`src/rtl/ram_arb_pkg.sv`:
```
// Shared types and default parameter values for the RAM port-B arbiter.
package ram_arb_pkg;

    localparam int ADDR_W_DEF        = 11;
    localparam int DATA_W_DEF        = 32;
    localparam int CLEAR_WORDS_DEF   = 100;
    localparam int VGA_BURST_MAX_DEF = 8;

    typedef enum logic [1:0] {
        GNT_NONE,
        GNT_VGA,
        GNT_UART,
        GNT_CLR
    } grant_e;

endpackage

```
`src/rtl/ram_clear_engine.sv`:
```
// Clear engine: walks word addresses 0..CLEAR_WORDS-1, advancing one word per granted write.
//
// state    | meaning
// CLR_IDLE | waiting for start; start here loads address 0
// CLR_RUN  | busy; each grant writes addr_q and advances, last word returns to idle
module ram_clear_engine
    import ram_arb_pkg::*;
#(
    parameter int ADDR_W      = ADDR_W_DEF,
    parameter int CLEAR_WORDS = CLEAR_WORDS_DEF
) (
    input  logic              clk,
    input  logic              rst,
    input  logic              start,
    input  logic              grant,
    output logic              busy,
    output logic              done,
    output logic [ADDR_W-1:0] addr
);

    typedef enum logic {
        CLR_IDLE,
        CLR_RUN
    } clr_state_e;

    localparam logic [ADDR_W-1:0] LAST_ADDR = ADDR_W'(CLEAR_WORDS - 1);

    clr_state_e        state_q, state_d;
    logic [ADDR_W-1:0] addr_q, addr_d;
    logic              done_q, done_d;

    always_ff @(posedge clk or negedge rst) begin
        if (!rst) begin
            state_q <= CLR_IDLE;
            addr_q  <= '0;
            done_q  <= 1'b0;
        end else begin
            state_q <= state_d;
            addr_q  <= addr_d;
            done_q  <= done_d;
        end
    end

    always_comb begin
        state_d = state_q;
        addr_d  = addr_q;
        done_d  = 1'b0;
        case (state_q)
            CLR_IDLE: begin
                if (start) begin
                    state_d = CLR_RUN;
                    addr_d  = '0;
                end
            end
            CLR_RUN: begin
                // start is ignored while running
                if (grant) begin
                    if (addr_q == LAST_ADDR) begin
                        state_d = CLR_IDLE;
                        addr_d  = '0;
                        done_d  = 1'b1;
                    end else begin
                        addr_d = addr_q + 1'b1;
                    end
                end
            end
            default: begin
                state_d = CLR_IDLE;
                addr_d  = '0;
            end
        endcase
    end

    assign busy = (state_q == CLR_RUN);
    assign done = done_q;
    assign addr = addr_q;

endmodule

```
`src/rtl/ram_port_arbiter.sv`:
```
// Arbitrates RAM port B between VGA reads, UART loader writes and the board clear engine.
// Define RAM_CLEAR_EN to build in the clear engine; otherwise only VGA/UART are arbitrated.
module ram_port_arbiter
    import ram_arb_pkg::*;
#(
    parameter int ADDR_W        = ADDR_W_DEF,
    parameter int DATA_W        = DATA_W_DEF,
    parameter int CLEAR_WORDS   = CLEAR_WORDS_DEF,
    parameter int VGA_BURST_MAX = VGA_BURST_MAX_DEF
) (
    input  logic              clk,
    input  logic              rst,
    input  logic              vga_req,
    input  logic [ADDR_W-1:0] vga_addr,
    output logic              vga_valid,
    output logic [DATA_W-1:0] vga_data,
    input  logic              uart_req,
    input  logic [ADDR_W-1:0] uart_addr,
    input  logic [DATA_W-1:0] uart_wdata,
    output logic              uart_ack,
    input  logic              clr_start,
    output logic              clr_busy,
    output logic              clr_done,
    output logic [ADDR_W-1:0] ram_addr_b,
    output logic [DATA_W-1:0] ram_data_b,
    output logic              ram_wren_b,
    input  logic [DATA_W-1:0] ram_q_b
);

    localparam int             BURST_W   = $clog2(VGA_BURST_MAX + 1);
    localparam logic [BURST_W-1:0] BURST_MAX = BURST_W'(VGA_BURST_MAX);

    grant_e             grant;
    logic [BURST_W-1:0] burst_q, burst_d;
    logic               prefer_clr_q, prefer_clr_d;
    logic               vga_valid_q, vga_valid_d;
    logic               clr_pending;
    logic [ADDR_W-1:0]  clr_addr;

`ifdef RAM_CLEAR_EN
    ram_clear_engine #(
        .ADDR_W      (ADDR_W),
        .CLEAR_WORDS (CLEAR_WORDS)
    ) u_clear (
        .clk   (clk),
        .rst   (rst),
        .start (clr_start),
        .grant (grant == GNT_CLR),
        .busy  (clr_pending),
        .done  (clr_done),
        .addr  (clr_addr)
    );
`else
    logic unused_clr_start;
    assign unused_clr_start = clr_start;
    assign clr_pending      = 1'b0;
    assign clr_done         = 1'b0;
    assign clr_addr         = '0;
`endif

    assign clr_busy = clr_pending;

    always_ff @(posedge clk or negedge rst) begin
        if (!rst) begin
            burst_q      <= '0;
            prefer_clr_q <= 1'b0;
            vga_valid_q  <= 1'b0;
        end else begin
            burst_q      <= burst_d;
            prefer_clr_q <= prefer_clr_d;
            vga_valid_q  <= vga_valid_d;
        end
    end

    // Grant is forced to none while in reset so the combinational port-B outputs read 0.
    always_comb begin
        grant = GNT_NONE;
        if (rst) begin
            if (vga_req && !((burst_q == BURST_MAX) && (uart_req || clr_pending))) begin
                grant = GNT_VGA;
            end else if (uart_req && clr_pending) begin
                grant = prefer_clr_q ? GNT_CLR : GNT_UART;
            end else if (uart_req) begin
                grant = GNT_UART;
            end else if (clr_pending) begin
                grant = GNT_CLR;
            end
        end
    end

    always_comb begin
        burst_d      = '0;
        prefer_clr_d = prefer_clr_q;
        vga_valid_d  = 1'b0;
        ram_wren_b   = 1'b0;
        ram_addr_b   = '0;
        ram_data_b   = '0;
        uart_ack     = 1'b0;
        case (grant)
            GNT_VGA: begin
                burst_d     = (burst_q == BURST_MAX) ? burst_q : burst_q + 1'b1;
                vga_valid_d = 1'b1;
                ram_addr_b  = vga_addr;
            end
            GNT_UART: begin
                prefer_clr_d = 1'b1;
                ram_wren_b   = 1'b1;
                ram_addr_b   = uart_addr;
                ram_data_b   = uart_wdata;
                uart_ack     = 1'b1;
            end
            GNT_CLR: begin
                prefer_clr_d = 1'b0;
                ram_wren_b   = 1'b1;
                ram_addr_b   = clr_addr;
            end
            default: ;
        endcase
    end

    assign vga_valid = vga_valid_q;
    assign vga_data  = vga_valid_q ? ram_q_b : '0;

endmodule

```
`config.mk`:
```
export PLATFORM = sky130hd
export DESIGN_NAME = ram_port_arbiter
export DESIGN_NICKNAME = d
export VERILOG_FILES = /design/src/rtl/ram_arb_pkg.sv /design/src/rtl/ram_clear_engine.sv /design/src/rtl/ram_port_arbiter.sv
export SDC_FILE = /design/constraint.sdc
export NUM_CORES = 1
export LEC_CHECK = 0
export BUFFER_PORTS_ARGS = -buffer_cell sky130_fd_sc_hd__buf_4
export CAP_MARGIN = 25
export CORE_AREA = 2 2 66 68
export CTS_CLUSTER_SIZE = 16
export DETAILED_ROUTE_END_ITERATION = 12
export DIE_AREA = 0 0 68 70
export GPL_TIMING_DRIVEN = 0
export MAX_ROUTING_LAYER = met4
export PLACE_DENSITY = 0.74
export SLEW_MARGIN = 20
export SYNTH_ARGS = -nofsm -noshare
export SYNTH_HDL_FRONTEND = slang
export SYNTH_SLANG_ARGS = --single-unit
```
`constraint.sdc`:
```
create_clock -name clk -period 4.99 [get_ports clk]
set_input_delay 0.2495 -clock clk [delete_from_list [all_inputs] [get_ports clk]]
set_output_delay 0.2495 -clock clk [all_outputs]
set_load 0.005 [all_outputs]
```
==> impl_metrics.prom <==
# TYPE chip_impl_metric gauge
chip_impl_metric{name="detailroute.via_count",unit=""} 1450
chip_impl_metric{name="initialDrtViolationCount",unit=""} 27
chip_impl_info{name="cp_slowest_cell",value="sky130_fd_sc_hd__dfrtp_1"} 1
chip_impl_metric{name="post_synth_num_cell_types",unit=""} 23
chip_impl_metric{name="finalWeightedCongestion",unit=""} 0.775
chip_impl_metric{name="synth.avg_cell_area",unit="um2"} 7.14
chip_impl_metric{name="die_w",unit="um"} 68
chip_impl_metric{name="ir_worst_vdd",unit="mV"} 0.0797
chip_impl_metric{name="cts_hold_buffers",unit=""} 1
chip_impl_metric{name="port-buffer-count",unit=""} 167
chip_impl_info{name="timing.hold.worst.class",value="input port to async pin"} 1
chip_impl_metric{name="placed_cells_incl_taps",unit=""} 352
chip_impl_info{name="rsz0062_at_grt",value="false"} 1
chip_impl_metric{name="cts_buffer_depth",unit=""} 2
chip_impl_metric{name="die_height",unit="um"} 70
chip_impl_metric{name="post_cts_resize_count",unit=""} 0
chip_impl_metric{name="cellLeakagePower",unit="nW"} 1.33
chip_impl_metric{name="overflow",unit=""} 0
chip_impl_metric{name="grt_util_all_layers",unit="%"} 17.6
chip_impl_metric{name="count_of_filler_cells_inserted_in_the_layout",unit=""} 405
chip_impl_info{name="timing.setup.critical_path_class",value="register to primary output"} 1
chip_impl_metric{name="via_count_of_the_first_global_routing_pass",unit=""} 1396
chip_impl_metric{name="post-cts-setup-buffer-count",unit=""} 0
chip_impl_metric{name="wirelength",unit="um"} 4380
chip_impl_metric{name="finalHoldViolations",unit=""} 0
chip_impl_metric{name="cp_data_arrival_time",unit="ps"} 2270
chip_impl_metric{name="detail_route.first_pass.iterations",unit=""} 4
chip_impl_metric{name="fin_nets",unit=""} 403
chip_impl_metric{name="post-route-min-period",unit="ps"} 2510
chip_impl_metric{name="ys_ff_latch",unit=""} 5
chip_impl_info{name="layout.cells.most_common",value="sky130_fd_sc_hd__buf_4"} 1
chip_impl_metric{name="share_of_post_route_cells_with_drive_strength_above_1",unit="%"} 60.3
chip_impl_metric{name="grt_first_pass_wirelength",unit="um"} 6470
chip_impl_metric{name="routed-wl-met2",unit="um"} 2280
chip_impl_metric{name="final-setup-viol-count",unit=""} 0
chip_impl_metric{name="hpwlAfterDp",unit="um"} 3760
chip_impl_metric{name="fmaxAchievable",unit="MHz"} 398
chip_impl_metric{name="routed-wl-met3",unit="um"} 485
chip_impl_info{name="tritoncts",value="done"} 1
chip_impl_info{name="run_status",value="finished clean"} 1
chip_impl_metric{name="synthesis.area",unit="um2"} 942
chip_impl_metric{name="finalNonFillerCells",unit=""} 357
chip_impl_metric{name="slowest_stage_delay_on_critical_path",unit="ps"} 390
chip_impl_metric{name="synthCells",unit=""} 132
chip_impl_metric{name="period_share",unit="%"} 50.4
chip_impl_metric{name="cts.clk_slew.worst_paths",unit="ps"} 40
chip_impl_info{name="final_cell_mix",value="sky130_fd_sc_hd__buf_4, sky130_fd_sc_hd__and2_1, sky130_fd_sc_hd__a22oi_1, sky130_fd_sc_hd__nor2_1, sky130_fd_sc_hd__ha_1"} 1
chip_impl_info{name="ctsRootBufferMaster",value="sky130_fd_sc_hd__clkbuf_8"} 1
chip_impl_metric{name="cts.htree.levels",unit=""} 1
chip_impl_metric{name="detail_route.wirelength.met1",unit="um"} 1550
chip_impl_metric{name="total_power",unit="mW"} 0.244
chip_impl_metric{name="floorplan.initialDensity",unit="%"} 22.7
chip_impl_metric{name="cts-buffers-inserted",unit=""} 3
chip_impl_metric{name="maximum_number_of_pins_on_one_net_before_global_route_repair",unit=""} 11
chip_impl_info{name="worst_setup_path_start_kind",value="register"} 1
chip_impl_metric{name="synth_sequential_area_ratio",unit="%"} 13.3
chip_impl_metric{name="post_drt_wl_per_cell",unit="um"} 12.3
chip_impl_metric{name="antenna-diode-count",unit=""} 0
chip_impl_metric{name="worst_skew_pair.late_latency",unit="ps"} 230
chip_impl_metric{name="finalSetupTns",unit="ps"} 0
chip_impl_metric{name="io-pin-count",unit=""} 171
chip_impl_metric{name="residual_drc_count",unit=""} 0
chip_impl_info{name="crit_chain",value="inv_1 -> ha_1 -> nand3b_4 -> o211ai_2 -> inv_1 -> ha_1 -> buf_2 -> buf_6 -> a22oi_1 -> nor2_1 -> buf_4"} 1
chip_impl_metric{name="maxSlewViolCount",unit=""} 0
chip_impl_info{name="highest_layer",value="met4"} 1
chip_impl_metric{name="cp.required",unit="ps"} 4740
chip_impl_metric{name="antenna_found_initial",unit=""} 0
chip_impl_metric{name="rows",unit=""} 24
chip_impl_metric{name="fin_worst_skew",unit="ps"} 4.32
chip_impl_metric{name="ant_nets",unit=""} 0
chip_impl_metric{name="synth_warnings",unit=""} 0
chip_impl_metric{name="die-area",unit="um2"} 4760
chip_impl_metric{name="coreArea",unit="um2"} 4140
chip_impl_metric{name="cp_max_fo",unit=""} 10
chip_impl_metric{name="drv_cap",unit=""} 0
chip_impl_metric{name="vias_per_cell",unit=""} 4.06
chip_impl_metric{name="cts.sink_count",unit=""} 5
chip_impl_metric{name="finalHoldWorstSlack",unit="ps"} 381
chip_impl_metric{name="power_per_cell_area",unit="nW/um2"} 105
chip_impl_info{name="endpoint_kind",value="primary output"} 1
chip_impl_metric{name="areaGrowthSynthToFinish",unit="%"} 146
[critical path: cells and delay by family, from the launching register on]
| family | cells | cell delay, ps |
|---|---|---|
| adder cells (fa/ha/maj) | 2 | 430 |
| AO/OA/AOI/OAI | 2 | 380 |
| AND/OR/NAND/NOR | 2 | 180 |
| buffers and inverters | 5 | 660 |
| flip-flops | 1 | 390 |
[path summary, 6_finish.rpt]
kind / from / endpoint / slack (ps) / cells after the start
worst min-delay path: rst / vga_valid / 380 / 2
worst max-delay path: burst_q[0] / ram_addr_b[8] / 2480 / 11
min in group clk: uart_req / vga_valid / 400 / 3
max in group asynchronous: rst / burst_q[2] / 4480 / 2
worst min register to register: burst_q[2] / burst_q[2] / 590 / 2
worst max register to register: burst_q[0] / burst_q[1] / 3050 / 10
[area by class of cell]
type                    count  area (um2)  area share (%)
repair buffers            168        1260            54.5
multi-input cells         112         736            31.7
flip-flops and latches      5         125            5.39
plain buffers              12        70.1            3.02
well taps                  52        65.1            2.80
clock buffers               4        45.0            1.94
inverters                   4        15.0           0.647
[per-layer routing]
| layer | vias to the layer above | GRT usage, % |
|---|---|---|
| met5 | - | - |
| met4 | 0 | 5.78 |
| met3 | 7 | 4.67 |
| met2 | 77 | 31.5 |
| met1 | 607 | 18.2 |
| li1 | 759 | - |
[registers in the layout (all words and copies together), names as in the netlist]
| signal | flops |
|---|---|
| burst_q | 4 |
| vga_valid | 1 |
[Yosys cell counts (all sizes together)]
library cell	instances	share of area (%)
and2	66	44
a22oi	11	8.8
nor2	11	4.4
buf	8	5.4
ha	6	8.0
dfrtp	5	13
clkbuf	4	2.0
inv	4	1.6
nand2	3	1.2
nand3	3	1.6
nand3b	2	2.9
xnor2	2	1.9
a21boi	1	0.80
and3	1	0.66
conb	1	0.40
o211ai	1	1.3
o21ai	1	0.53
or2	1	0.66
or2b	1	0.80
[report_power, final]
part / switching [mW] / internal [mW]
clock: 0.0226 / 0.0551
combinational: 0.0394 / 0.0840
sequential: 0.00127 / 0.0420
total: 0.0633 / 0.181
[logic make-up (layout without fill, tap and decap cells)]
family,Yosys count,count (layout),synth area share [%]
and+or+nand+nor,88,88,56.0
buffers and inverters,16,188,9.03
AOI/OAI and AO/OA,14,14,11.4
adders and majority gates,6,6,7.97
DFF,5,5,13.3
xor gates and xnor gates,2,2,1.86
other,1,2,0.398
[through the flow]
step           instance area [um2]  setup slack (ps)  util (%)
2_1_floorplan                  946              3030         -
3_3_place_gp                  2260              2740      54.6
3_5_place_dp                  2260              2700      54.6
4_1_cts                       2320              2460      56.0
5_1_grt                       2320              2240      56.0
6_report                      2320              2480      56.0
(Power assumes the default switching activity.)
